**src/rtl/rotor_stage.sv**
```systemverilog
// Single rotor stage: programmable wiring with a forward and an inverse table,
// position-offset letter translation, stepping, and a notch carry to the next rotor.
module rotor_stage #(
  parameter int N     = 26,
  parameter int W     = 5,
  parameter int NOTCH = 16
) (
  input  logic         clk,
  input  logic         rst_n,
  input  logic         cfg_we,
  input  logic [W-1:0] cfg_addr,
  input  logic [W-1:0] cfg_data,
  input  logic         pos_load,
  input  logic [W-1:0] pos_val,
  input  logic         step_in,
  input  logic         in_valid,
  input  logic [W-1:0] in_letter,
  input  logic         dir,
  output logic         out_valid,
  output logic [W-1:0] out_letter,
  output logic         err,
  output logic         carry_out,
  output logic [W-1:0] pos
);

  localparam logic [W:0]   N_EXT   = (W+1)'(N);
  localparam logic [W-1:0] NOTCH_W = W'(NOTCH);

  logic [W-1:0] fwd_reg [N];
  logic [W-1:0] inv_reg [N];
  logic [W-1:0] pos_reg, pos_next;
  logic [W-1:0] out_letter_reg, out_letter_next;
  logic         out_valid_reg, err_reg, carry_reg;
  logic         out_valid_next, err_next, carry_next;

  logic         wr_ok, letter_ok;
  logic [W:0]   c_sum, d_diff;
  logic [W-1:0] c_idx, m_val;

  assign wr_ok     = cfg_we && ({1'b0, cfg_addr} < N_EXT) && ({1'b0, cfg_data} < N_EXT);
  assign letter_ok = (in_letter != '0) && ({1'b0, in_letter} <= N_EXT);

  // Contact = (L-1+P) mod N; map through table; result = ((m-P) mod N)+1.
  always_comb begin
    c_sum = {1'b0, in_letter} - (W+1)'(1) + {1'b0, pos_reg};
    if (c_sum >= N_EXT) c_sum = c_sum - N_EXT;
    c_idx = letter_ok ? c_sum[W-1:0] : '0;
    m_val = dir ? inv_reg[c_idx] : fwd_reg[c_idx];
    d_diff = {1'b0, m_val} - {1'b0, pos_reg};
    if (d_diff[W]) d_diff = d_diff + N_EXT;
  end

  always_comb begin
    out_valid_next  = in_valid;
    err_next        = in_valid && !letter_ok;
    out_letter_next = out_letter_reg;
    if (in_valid) out_letter_next = letter_ok ? (d_diff[W-1:0] + W'(1)) : '0;
  end

  // Load beats step; an out-of-range load is dropped and also blocks the step.
  always_comb begin
    pos_next   = pos_reg;
    carry_next = step_in && !pos_load && (pos_reg == NOTCH_W);
    if (pos_load) begin
      if ({1'b0, pos_val} < N_EXT) pos_next = pos_val;
    end else if (step_in) begin
      pos_next = ({1'b0, pos_reg} == N_EXT - (W+1)'(1)) ? '0 : pos_reg + W'(1);
    end
  end

  always_ff @(posedge clk or negedge rst_n) begin
    if (!rst_n) begin
      pos_reg        <= '0;
      out_letter_reg <= '0;
      out_valid_reg  <= 1'b0;
      err_reg        <= 1'b0;
      carry_reg      <= 1'b0;
    end else begin
      pos_reg        <= pos_next;
      out_letter_reg <= out_letter_next;
      out_valid_reg  <= out_valid_next;
      err_reg        <= err_next;
      carry_reg      <= carry_next;
    end
  end

  always_ff @(posedge clk or negedge rst_n) begin
    if (!rst_n) begin
      for (int i = 0; i < N; i++) begin
        fwd_reg[i] <= W'(i);
        inv_reg[i] <= W'(i);
      end
    end else if (wr_ok) begin
      fwd_reg[cfg_addr] <= cfg_data;
      inv_reg[cfg_data] <= cfg_addr;
    end
  end

  assign pos        = pos_reg;
  assign out_letter = out_letter_reg;
  assign out_valid  = out_valid_reg;
  assign err        = err_reg;
  assign carry_out  = carry_reg;

endmodule

```
**config.mk**
```make
export PLATFORM = sky130hd
export DESIGN_NAME = rotor_stage
export DESIGN_NICKNAME = d
export VERILOG_FILES = /design/src/rtl/rotor_stage.sv
export SDC_FILE = /design/constraint.sdc
export NUM_CORES = 1
export LEC_CHECK = 0
export CAP_MARGIN = 5
export CORE_MARGIN = 2
export CORE_UTILIZATION = 60
export DETAILED_ROUTE_END_ITERATION = 7
export GPL_TIMING_DRIVEN = 0
export PLACE_DENSITY = 0.78
export SKIP_LAST_GASP = 1
export SYNTH_ARGS = -nofsm -noshare
export SYNTH_HDL_FRONTEND = slang
export SYNTH_SLANG_ARGS = --single-unit
```
**constraint.sdc**
```tcl
create_clock -name clk -period 8.2 [get_ports clk]
set_clock_uncertainty 0.15 [all_clocks]
set_input_delay 1.64 -clock clk [delete_from_list [all_inputs] [get_ports clk]]
set_output_delay 1.64 -clock clk [all_outputs]
set_load 0.1 [all_outputs]
```
==> flow_metrics.tcl, run 1 <==
set metrics [dict create \
    whs_ns 0.348 \
    synth_seq_area_share 0.488 \
    cp_top_family "adder cells" \
    crit_arrival_ns 8.17 \
    status "finished, final reports clean" \
    drt_iter0_drc 1182 \
    root_buffer "clkbuf_16" \
    grt_pass1_wl_mm 60.0 \
    syn_to_final_growth_pct 12.4 \
    die-area_um2 25100 \
    maxSlewViolCount 0 \
    hp-start "inv_reg[117]$_DFFE_PN0P_" \
    ys.flop_type "dfrtp_1" \
    avgSynthCellArea_um2 12.0 \
    hpwl_mm 26.8 \
    reg2reg_to "out_letter[4]$_DFFE_PN0P_" \
    setup.worst_path.start_class "input port" \
    syn-instance-count 1196 \
    clk_path_buf_depth 3 \
    async_flop_share 1.00 \
    grt_antenna_before_repair 1 \
    finalCritPeriodShare 0.962 \
    ys_warn_count 0 \
    gr-total-overflow 0 \
    viasPerCell 6.46 \
    drt_pass1_iterations 7 \
    antenna_left 0 \
    drive_gt1_frac 0.391 \
    wl_per_cell_um 24.4 \
    setup_tns_ns 0 \
    fin_crit_ns 7.89 \
    synth_top_area_frac 0.278 \
    clk_latency_ns 0.56 \
    cts.sinks 273 \
    required_ns 8.49 \
    syn-num-nets 1245 \
    synth_edf_count 0 \
    drc 0 \
    ir_worst_vdd_mv 0.279 \
    nets 1312 \
    cp-end-kind "register" \
    hold_violations 0 \
    max_cap_viol_count 0 \
    min_path_type "reg2reg" \
    path_clk_slew_ns 0.06 \
    cp-startpoint "in_letter[1]" \
    slowest_delay_ns 0.51 \
    synth_area_leaders "dfrtp_1 (28%), mux2_2 (22%), dfstp_2 (21%), mux2i_1 (2.7%), nand2_1 (2.3%)" \
    cp-endpoint "out_letter[4]$_DFFE_PN0P_" \
    place.port_buffers 35 \
    start_util 0.611 \
    r2r_slack_ns 1.34 \
    syn_area_um2 14300 \
    grt_pass1_vias 10340 \
    synth_cell_types 76 \
    die_h_um 158 \
    num_vias 10367 \
    cellLeakagePower_nw 6.87 \
    path_max_fanout 10 \
    cp_slowest_cell "clkdlybuf4s50_1" \
    r2r_cells 26 \
    slew_headroom 0.274 \
    ys_seq_elements 273 \
    die_w_um 158 \
    worstSetupPathType "in2reg" \
    cp_common_cell "ha_1" \
    boundaryPins 40 \
    path_buf_inv 6 \
    globalplace.congestion 0.931 \
    cts_inserted_buffers 28 \
    yosys.area.top_type "dfrtp_1" \
    yosys-top-cells-count "mux2_2 (282), dfrtp_1 (159), dfstp_2 (114)" \
    grt_util_all_layers 0.322 \
    postRouteWirelength_mm 39.1 \
    p_per_area_nw_per_um2 358 \
    rows 56 \
    setup_violations 0 \
    fmax_mhz 127 \
    yosysMostFrequentCell "mux2_2" \
    fill_cells 1715 \
    htreeDepth 1 \
    rr_startpoint "pos[1]$_DFFE_PN0P_" \
    tightestPinTransition_ns 1.09 \
    grt_max_degree 108 \
    core_area_um2 23400 \
    crit_cells 27 \
    cts_tree "done" \
]
worst min path at each step:
stage / endpoint / slack (ns) / cells after the start
final: inv_reg[117]$_DFFE_PN0P_ / 0.35 / 1
after global routing: inv_reg[109]$_DFFE_PN0P_ / 0.36 / 1
after CTS: inv_reg[109]$_DFFE_PN0P_ / 0.35 / 1
after detailed placement: fwd_reg[103]$_DFFE_PN0P_ / 0.34 / 1
after global placement: fwd_reg[124]$_DFFE_PN0P_ / 0.33 / 1
after floorplan: fwd_reg[122]$_DFFE_PN0P_ / 0.32 / 1
metrics by stage:
step / setup slack (ns) / util / total power, mW / cell area (um^2) / std cells
finish: 0.313 / 0.687 / 5.75 / 16100 / 1605
global placement: -6.05 / 0.643 / 4.31 / 15000 / 1550
floorplan: 1.01 / - / 3.62 / 14300 / 1196
CTS: 0.0752 / 0.686 / 5.68 / 16100 / 1604
global route: -0.00193 / 0.687 / 6.01 / 16100 / 1604
detailed placement: -0.625 / 0.646 / 4.36 / 15100 / 1552
worst register-to-register path, delay by kind of cell (launching register included):
kind	cells	cell delay (ns)
fa+ha+maj	6	1.87
compound gates	5	1.22
mux	3	0.90
simple gates	4	0.86
buf+inv	5	0.76
xor+xnor	3	0.54
flops	1	0.45
layout make-up:
cell class | instances | area [um^2] | area share
clock buffer | 47 | 863 | 0.0537
antenna | 1 | 2.50 | 0.000156
tap | 319 | 399 | 0.0248
buffer | 78 | 372 | 0.0231
clock inverter | 5 | 77.6 | 0.00483
multi-input combinational | 808 | 6830 | 0.425
timing repair buffer | 38 | 418 | 0.0260
sequential | 273 | 6970 | 0.434
inverter | 36 | 135 | 0.00841
timing repair:
item | in CTS | in global routing
endpoints found under the setup margin | 1 | 4
hold buffers | 0 | 0
pin swaps | 0 | 1
gates resized for setup | 2 | 8
setup buffers | 0 | 1
gates cloned | 0 | 0
kinds of logic after synthesis:
kind of cell	after synthesis	synth area share
muxes	341	0.280
and+or+nand+nor	282	0.0953
DFF	273	0.488
AOI/OAI and AO/OA	151	0.0721
buffers and inverters	115	0.0355
adders and majority gates	22	0.0203
xor gates and xnor gates	12	0.00866
report_power, final:
part	internal, mW	switching [mW]
registers	1.66	0.127
clock network	0.775	0.537
logic	1.06	1.59
total	3.50	2.25
per-layer routing:
layer	part of all wire	track usage	vias to the layer above
li1	-	-	4455
met1	0.41	0.442	5222
met2	0.44	0.486	577
met3	0.10	0.0849	113
met4	0.044	0.139	0
met5	0	0	-
cells in the final DEF, fill, tap and decap left out, types with 5 or more instances in the layout:
| cell type | Yosys | layout |
|---|---|---|
| a211oi_1 | 6 | 6 |
| a21oi_1 | 29 | 29 |
| a221o_1 | 6 | 6 |
| a31oi_1 | 18 | 18 |
| buf_2 | 10 | 11 |
| buf_6 | 6 | 6 |
| clkbuf_1 | 57 | 65 |
| clkbuf_16 | 0 | 29 |
| clkbuf_8 | 0 | 7 |
| clkdlybuf4s50_1 | 0 | 34 |
| dfrtp_1 | 159 | 159 |
| dfstp_2 | 114 | 114 |
| ha_1 | 20 | 20 |
| inv_1 | 36 | 36 |
| mux2_2 | 282 | 282 |
| mux2i_1 | 39 | 38 |
| mux4_1 | 5 | 5 |
| mux4_2 | 11 | 11 |
| nand2_1 | 88 | 87 |
| nand2b_1 | 5 | 5 |
| nand3_1 | 43 | 43 |
| nand3b_1 | 9 | 9 |
| nand4b_1 | 6 | 6 |
| nor2_1 | 72 | 72 |
| nor2b_1 | 5 | 5 |
| nor3_1 | 20 | 20 |
| nor3_2 | 5 | 5 |
| nor3b_1 | 5 | 5 |
| o211ai_1 | 9 | 9 |
| o21ai_0 | 36 | 34 |
| o21ai_1 | 6 | 8 |
| or3_1 | 5 | 5 |
| xnor2_1 | 9 | 9 |
Power figures use the tool's default switching activity.
==> run 2: changes to the inputs <==
--- a/config.mk
+++ b/config.mk
@@ -5,8 +5,7 @@
 export SDC_FILE = /design/constraint.sdc
 export NUM_CORES = 1
 export LEC_CHECK = 0
-export CAP_MARGIN = 5
-export CORE_MARGIN = 2
+export CAP_MARGIN = 20
 export CORE_UTILIZATION = 60
 export DETAILED_ROUTE_END_ITERATION = 7
 export GPL_TIMING_DRIVEN = 0
==> flow_metrics.tcl, run 2 (synthesis results as in run 1) <==
set metrics [dict create \
    diodes 0 \
    ir_worst_vdd_mv 0.302 \
    fin_ws_ns 0.249 \
    nets 1319 \
    whs_ns 0.352 \
    antenna_left 0 \
    crit_cells 28 \
    clk_latency_ns 0.56 \
    slowest_delay_ns 0.52 \
    path_clk_slew_ns 0.06 \
    rows 56 \
    drive_gt1_frac 0.401 \
    root_buffer "clkbuf_16" \
    required_ns 8.49 \
    cp-startpoint "in_letter[1]" \
    cts.sinks 273 \
    power_mw 5.93 \
    boundaryPins 40 \
    path_max_fanout 10 \
    rr_startpoint "pos[1]$_DFFE_PN0P_" \
    grt_max_degree 102 \
    globalplace.congestion 0.918 \
    syn_to_final_growth_pct 13.5 \
    grt_util_all_layers 0.334 \
    num_vias 10418 \
    grt_antenna_before_repair 2 \
    grt_pass1_wl_mm 60.4 \
    grt_pass1_vias 10259 \
    p_per_area_nw_per_um2 365 \
    max_cap_viol_count 0 \
    fin_crit_ns 7.95 \
    place.port_buffers 35 \
    cp_top_family "compound AO/OA/AOI/OAI gates" \
    gr-total-overflow 0 \
    path_buf_inv 6 \
    final_cell_area_um2 16200 \
    die_w_um 156 \
    drt_iter0_drc 1132 \
    hold_violations 0 \
    r2r_cells 27 \
    clk_path_buf_depth 3 \
    dpl_cell_area_um2 15100 \
    die_h_um 156 \
    cp_common_cell "ha_1" \
    final_cell_mix "mux2_2 (282), dfrtp_1 (159), dfstp_2 (114)" \
    postRouteWirelength_mm 39.8 \
    cts_tree "done" \
    viasPerCell 6.47 \
    cts_inserted_buffers 29 \
    cp-end-kind "register" \
    finalCritPeriodShare 0.970 \
    layout_commonest_cell "mux2_2" \
    fmax_mhz 126 \
    start_util 0.611 \
    place_ws_ns -0.651 \
    drc 0 \
    htreeDepth 1 \
    setup.worst_path.start_class "input port" \
    hpwl_mm 26.9 \
    cp-endpoint "out_letter[4]$_DFFE_PN0P_" \
    min_path_type "reg2reg" \
    cts_hold_repair.buffers 0 \
    wl_per_cell_um 24.7 \
    maxSlewViolCount 0 \
    slew_headroom 0.263 \
    reg2reg_to "out_letter[4]$_DFFE_PN0P_" \
    cellLeakagePower_nw 6.96 \
    drt_pass1_iterations 6 \
    cp_slowest_cell "clkdlybuf4s50_1" \
    status "finished, final reports clean" \
    setup_violations 0 \
    crit_arrival_ns 8.24 \
    r2r_slack_ns 1.27 \
    core_area_um2 23400 \
    tightestPinTransition_ns 1.10 \
    die-area_um2 24500 \
    worstSetupPathType "in2reg" \
]
[run 2: changes by cell type in the layout (fill, tap and decap cells not counted), moves of 2 or more]
cell and delta:
buf_2 -2, bufinv_16 +2, clkbuf_2 +3, clkbuf_1 -6, buf_4 +4, clkbuf_8 +3
[run 2: layout make-up]
cell class | instances | area [um^2]
Fill cell | 1706 | 7180
Sequential cell | 273 | 6970
Multi-Input combinational cell | 808 | 6840
Clock buffer | 46 | 890
Timing Repair Buffer | 44 | 475
Tap cell | 319 | 399
Buffer | 78 | 380
Clock inverter | 7 | 135
Inverter | 36 | 135
[run 2: repair_timing]
item / in CTS / in global routing
buffers inserted: 0 / 7
endpoints found under the setup margin: 2 / 4
resized for setup: 2 / 13
pin swaps: 0 / 2
[run 2: metrics by stage]
step,cells,TNS [ns],utilization
3_5_place_dp,1552,-1.75,0.646
4_1_cts,1604,0,0.689
2_1_floorplan,1196,0,-
5_1_grt,1611,-0.0315,0.693
3_3_place_gp,1550,-1253.22,0.643
6_report,1611,0,0.693
[run 2: worst min-delay path by stage]
stage / from / endpoint / slack (ns) / cells past startpoint
3_5_place_dp: fwd_reg[103]$_DFFE_PN0P_ / fwd_reg[103]$_DFFE_PN0P_ / 0.34 / 1
6_report: fwd_reg[103]$_DFFE_PN0P_ / fwd_reg[103]$_DFFE_PN0P_ / 0.35 / 1
4_1_cts: fwd_reg[103]$_DFFE_PN0P_ / fwd_reg[103]$_DFFE_PN0P_ / 0.35 / 1
5_1_grt: fwd_reg[123]$_DFFE_PN0P_ / fwd_reg[123]$_DFFE_PN0P_ / 0.37 / 1
2_1_floorplan: fwd_reg[122]$_DFFE_PN0P_ / fwd_reg[122]$_DFFE_PN0P_ / 0.32 / 1
3_3_place_gp: fwd_reg[122]$_DFFE_PN0P_ / fwd_reg[122]$_DFFE_PN0P_ / 0.33 / 1
[run 2: metal layers]
layer / vias to the layer above / track usage / share of wire
met3: 106 / 0.0867 / 0.099
li1: 4462 / - / -
met5: - / 0 / 0.00068
met2: 570 / 0.495 / 0.44
met1: 5276 / 0.457 / 0.41
met4: 4 / 0.161 / 0.046
[run 2: report_power, final]
group | total (mW) | switching [mW] | internal, mW
clock | 1.40 | 0.537 | 0.863
sequential | 1.79 | 0.130 | 1.66
combinational | 2.74 | 1.63 | 1.11
total | 5.93 | 2.30 | 3.63
==> run 3: changes to the inputs <==
--- a/config.mk
+++ b/config.mk
@@ -5,6 +5,7 @@
 export SDC_FILE = /design/constraint.sdc
 export NUM_CORES = 1
 export LEC_CHECK = 0
+export ABC_AREA = 1
 export CAP_MARGIN = 20
 export CORE_UTILIZATION = 60
 export DETAILED_ROUTE_END_ITERATION = 7
==> flow_metrics.tcl, run 3 <==
set metrics [dict create \
    status "finished, final reports clean" \
    path_clk_slew_ns 0.06 \
    grt_max_degree 126 \
    syn_area_um2 13900 \
    synth_cell_types 37 \
    synth_compound_area_frac 0.137 \
    p_per_area_nw_per_um2 384 \
    antenna_left 0 \
    yosysMostFrequentCell "nand2_1" \
    cts.sinks 273 \
    min_path_type "reg2reg" \
    internal-power_mw 3.43 \
    postRouteWirelength_mm 44.2 \
    multi_input_area_um2 6280 \
    tightestPinTransition_ns 1.15 \
    syn_to_final_growth_pct 13.2 \
    die-area_um2 23800 \
    synth_top_area_frac 0.286 \
    cts_hold_repair.buffers 0 \
    met3_length_mm 4.37 \
    slowest_delay_ns 0.52 \
    clkPwrFrac 0.234 \
    synth_seq_area_share 0.502 \
    die_h_um 154 \
    rsz0062_at_grt "no" \
    synthMuxAreaShare 0.0101 \
    htreeDepth 1 \
    yosys.area_share.simple 0.279 \
    worstSetupPathType "in2reg" \
    avgSynthCellArea_um2 8.11 \
    fin_crit_ns 7.05 \
    syn-num-nets 1764 \
    clk_latency_ns 0.54 \
    required_ns 8.51 \
    die_w_um 154 \
    place.port_buffers 39 \
    slew_headroom 0.230 \
    setup_violations 0 \
    hold_violations 0 \
    ys_seq_elements 273 \
    fill_cells 1836 \
    cp_slowest_cell "clkdlybuf4s50_1" \
    yosys-top-cells-count "nand2_1 (620), o21ai_0 (307), dfrtp_1 (159)" \
    synth_edf_count 0 \
    wl_per_cell_um 21.1 \
    yosys.area.top_type "dfrtp_1" \
    max_cap_viol_count 0 \
    switching_share 0.433 \
    cellLeakagePower_nw 7.22 \
    num_vias 12673 \
    r2r_cells 32 \
    wl_met2_mm 19.8 \
    seq_area_um2 6970 \
    maxSlewViolCount 0 \
    path_max_fanout 10 \
    drive_gt1_frac 0.178 \
    cts_resized 0 \
    power.net_switching_mw 2.62 \
    boundaryPins 40 \
    diodes 0 \
    drc 0 \
    nets 1836 \
    grt_antenna_before_repair 0 \
    syn-instance-count 1715 \
    drt_pass1_iterations 6 \
    ys_warn_count 0 \
    cts_inserted_buffers 29 \
    synth_top_family_by_area "simple AND/OR/NAND/NOR gates" \
    comb_power_share 0.471 \
    core_area_um2 22700 \
    final_cell_mix "nand2_1 (620), o21ai_0 (307), dfrtp_1 (159)" \
    clk_path_buf_depth 3 \
    synth-xor-area-share 0.00504 \
    cts_setup_buffers 0 \
    root_buffer "clkbuf_16" \
    whs_ns 0.329 \
    drt_iter0_drc 1599 \
    worstHoldPathCells 2 \
    power_frac_seq 0.295 \
    crit_arrival_ns 7.36 \
    viasPerCell 6.05 \
    hpwl_mm 29.9 \
    start_util 0.612 \
    grt_util_all_layers 0.383 \
    grt_pass1_wl_mm 68.0 \
    ys.flop_type "dfrtp_1" \
    wl_met1_mm 17.5 \
    globalplace.congestion 1.02 \
    cts_tree "done" \
    power_mw 6.04 \
    fmax_mhz 142 \
    cp-end-kind "register" \
    finalCritPeriodShare 0.860 \
    synth_fa_ha_area_frac 0.0209 \
    rows 55 \
    synth_area_leaders "dfrtp_1 (29%), dfstp_2 (22%), nand2_1 (17%), o21ai_0 (11%), nand3_1 (4.1%)" \
    cp_common_cell "nand2_1" \
    grt_pass1_vias 11921 \
    gr-total-overflow 0 \
    setup.worst_path.start_class "input port" \
    top_layer_used "met4" \
    ir_worst_vdd_mv 0.221 \
    async_flop_share 1.00 \
    layout_commonest_cell "nand2_1" \
]
[run 3: per-layer routing]
layer  up-vias  track usage
met5         -            0
met4         0        0.202
met3       163       0.0692
met2       719        0.593
met1      5996        0.518
li1       5795            -
[run 3: cell type report]
cell class,count,area share
inverters,68,0.0162
flip-flops and latches,273,0.443
plain buffers,76,0.0250
multi-input cells,1298,0.399
clock buffers,40,0.0532
clock inverters,13,0.0124
repair buffers,41,0.0286
well taps,285,0.0227
[run 3: kinds of logic after synthesis]
group / count (synthesis)
adders and majority gates: 22
buffers and inverters: 144
xor gates and xnor gates: 8
DFF: 273
muxes: 14
AOI/OAI and AO/OA: 368
and+or+nand+nor: 886
[run 3: worst paths after layout]
path	to	startpoint	slack [ns]
max	out_letter[4]$_DFFE_PN0P_	in_letter[1]	1.15
min in group asynchronous	fwd_reg[119]$_DFFE_PN0P_	rst_n	0.83
max reg2reg	out_letter[4]$_DFFE_PN0P_	pos[1]$_DFFE_PN0P_	2.15
min reg2reg	out_letter[3]$_DFFE_PN0P_	out_letter[3]$_DFFE_PN0P_	0.33
min	out_letter[3]$_DFFE_PN0P_	out_letter[3]$_DFFE_PN0P_	0.33
max in group asynchronous	inv_reg[95]$_DFFE_PN0P_	rst_n	6.15
[run 3: metrics by stage]
step                setup WS (ns)  std cells  cell area, um^2  utilization  setup TNS, ns
floorplan                    2.25       1715            13900            -              0
global placement            -5.94       2039            14700        0.645       -1221.39
detailed placement          0.758       2041            14700        0.648              0
CTS                          1.27       2094            15700        0.693              0
global route                0.816       2094            15700        0.693              0
finish                       1.15       2094            15700        0.693              0
[run 3: power by group through the flow]
stage               combinational (mW)  clock, mW  sequential [mW]
floorplan                         1.76          0             1.89
global placement                  2.67          0             1.79
detailed placement                2.73          0             1.79
CTS                               2.76       1.41             1.78
global route                      3.06       1.46             1.81
finish                            2.84       1.41             1.78
[run 3: critical path: cells and delay by family]
kind,cells,cell delay [ns]
AOI/OAI and AO/OA,5,1.04
adders and majority gates,5,1.44
and+or+nand+nor,15,1.74
xor gates and xnor gates,2,0.38
buffers and inverters,6,1.14
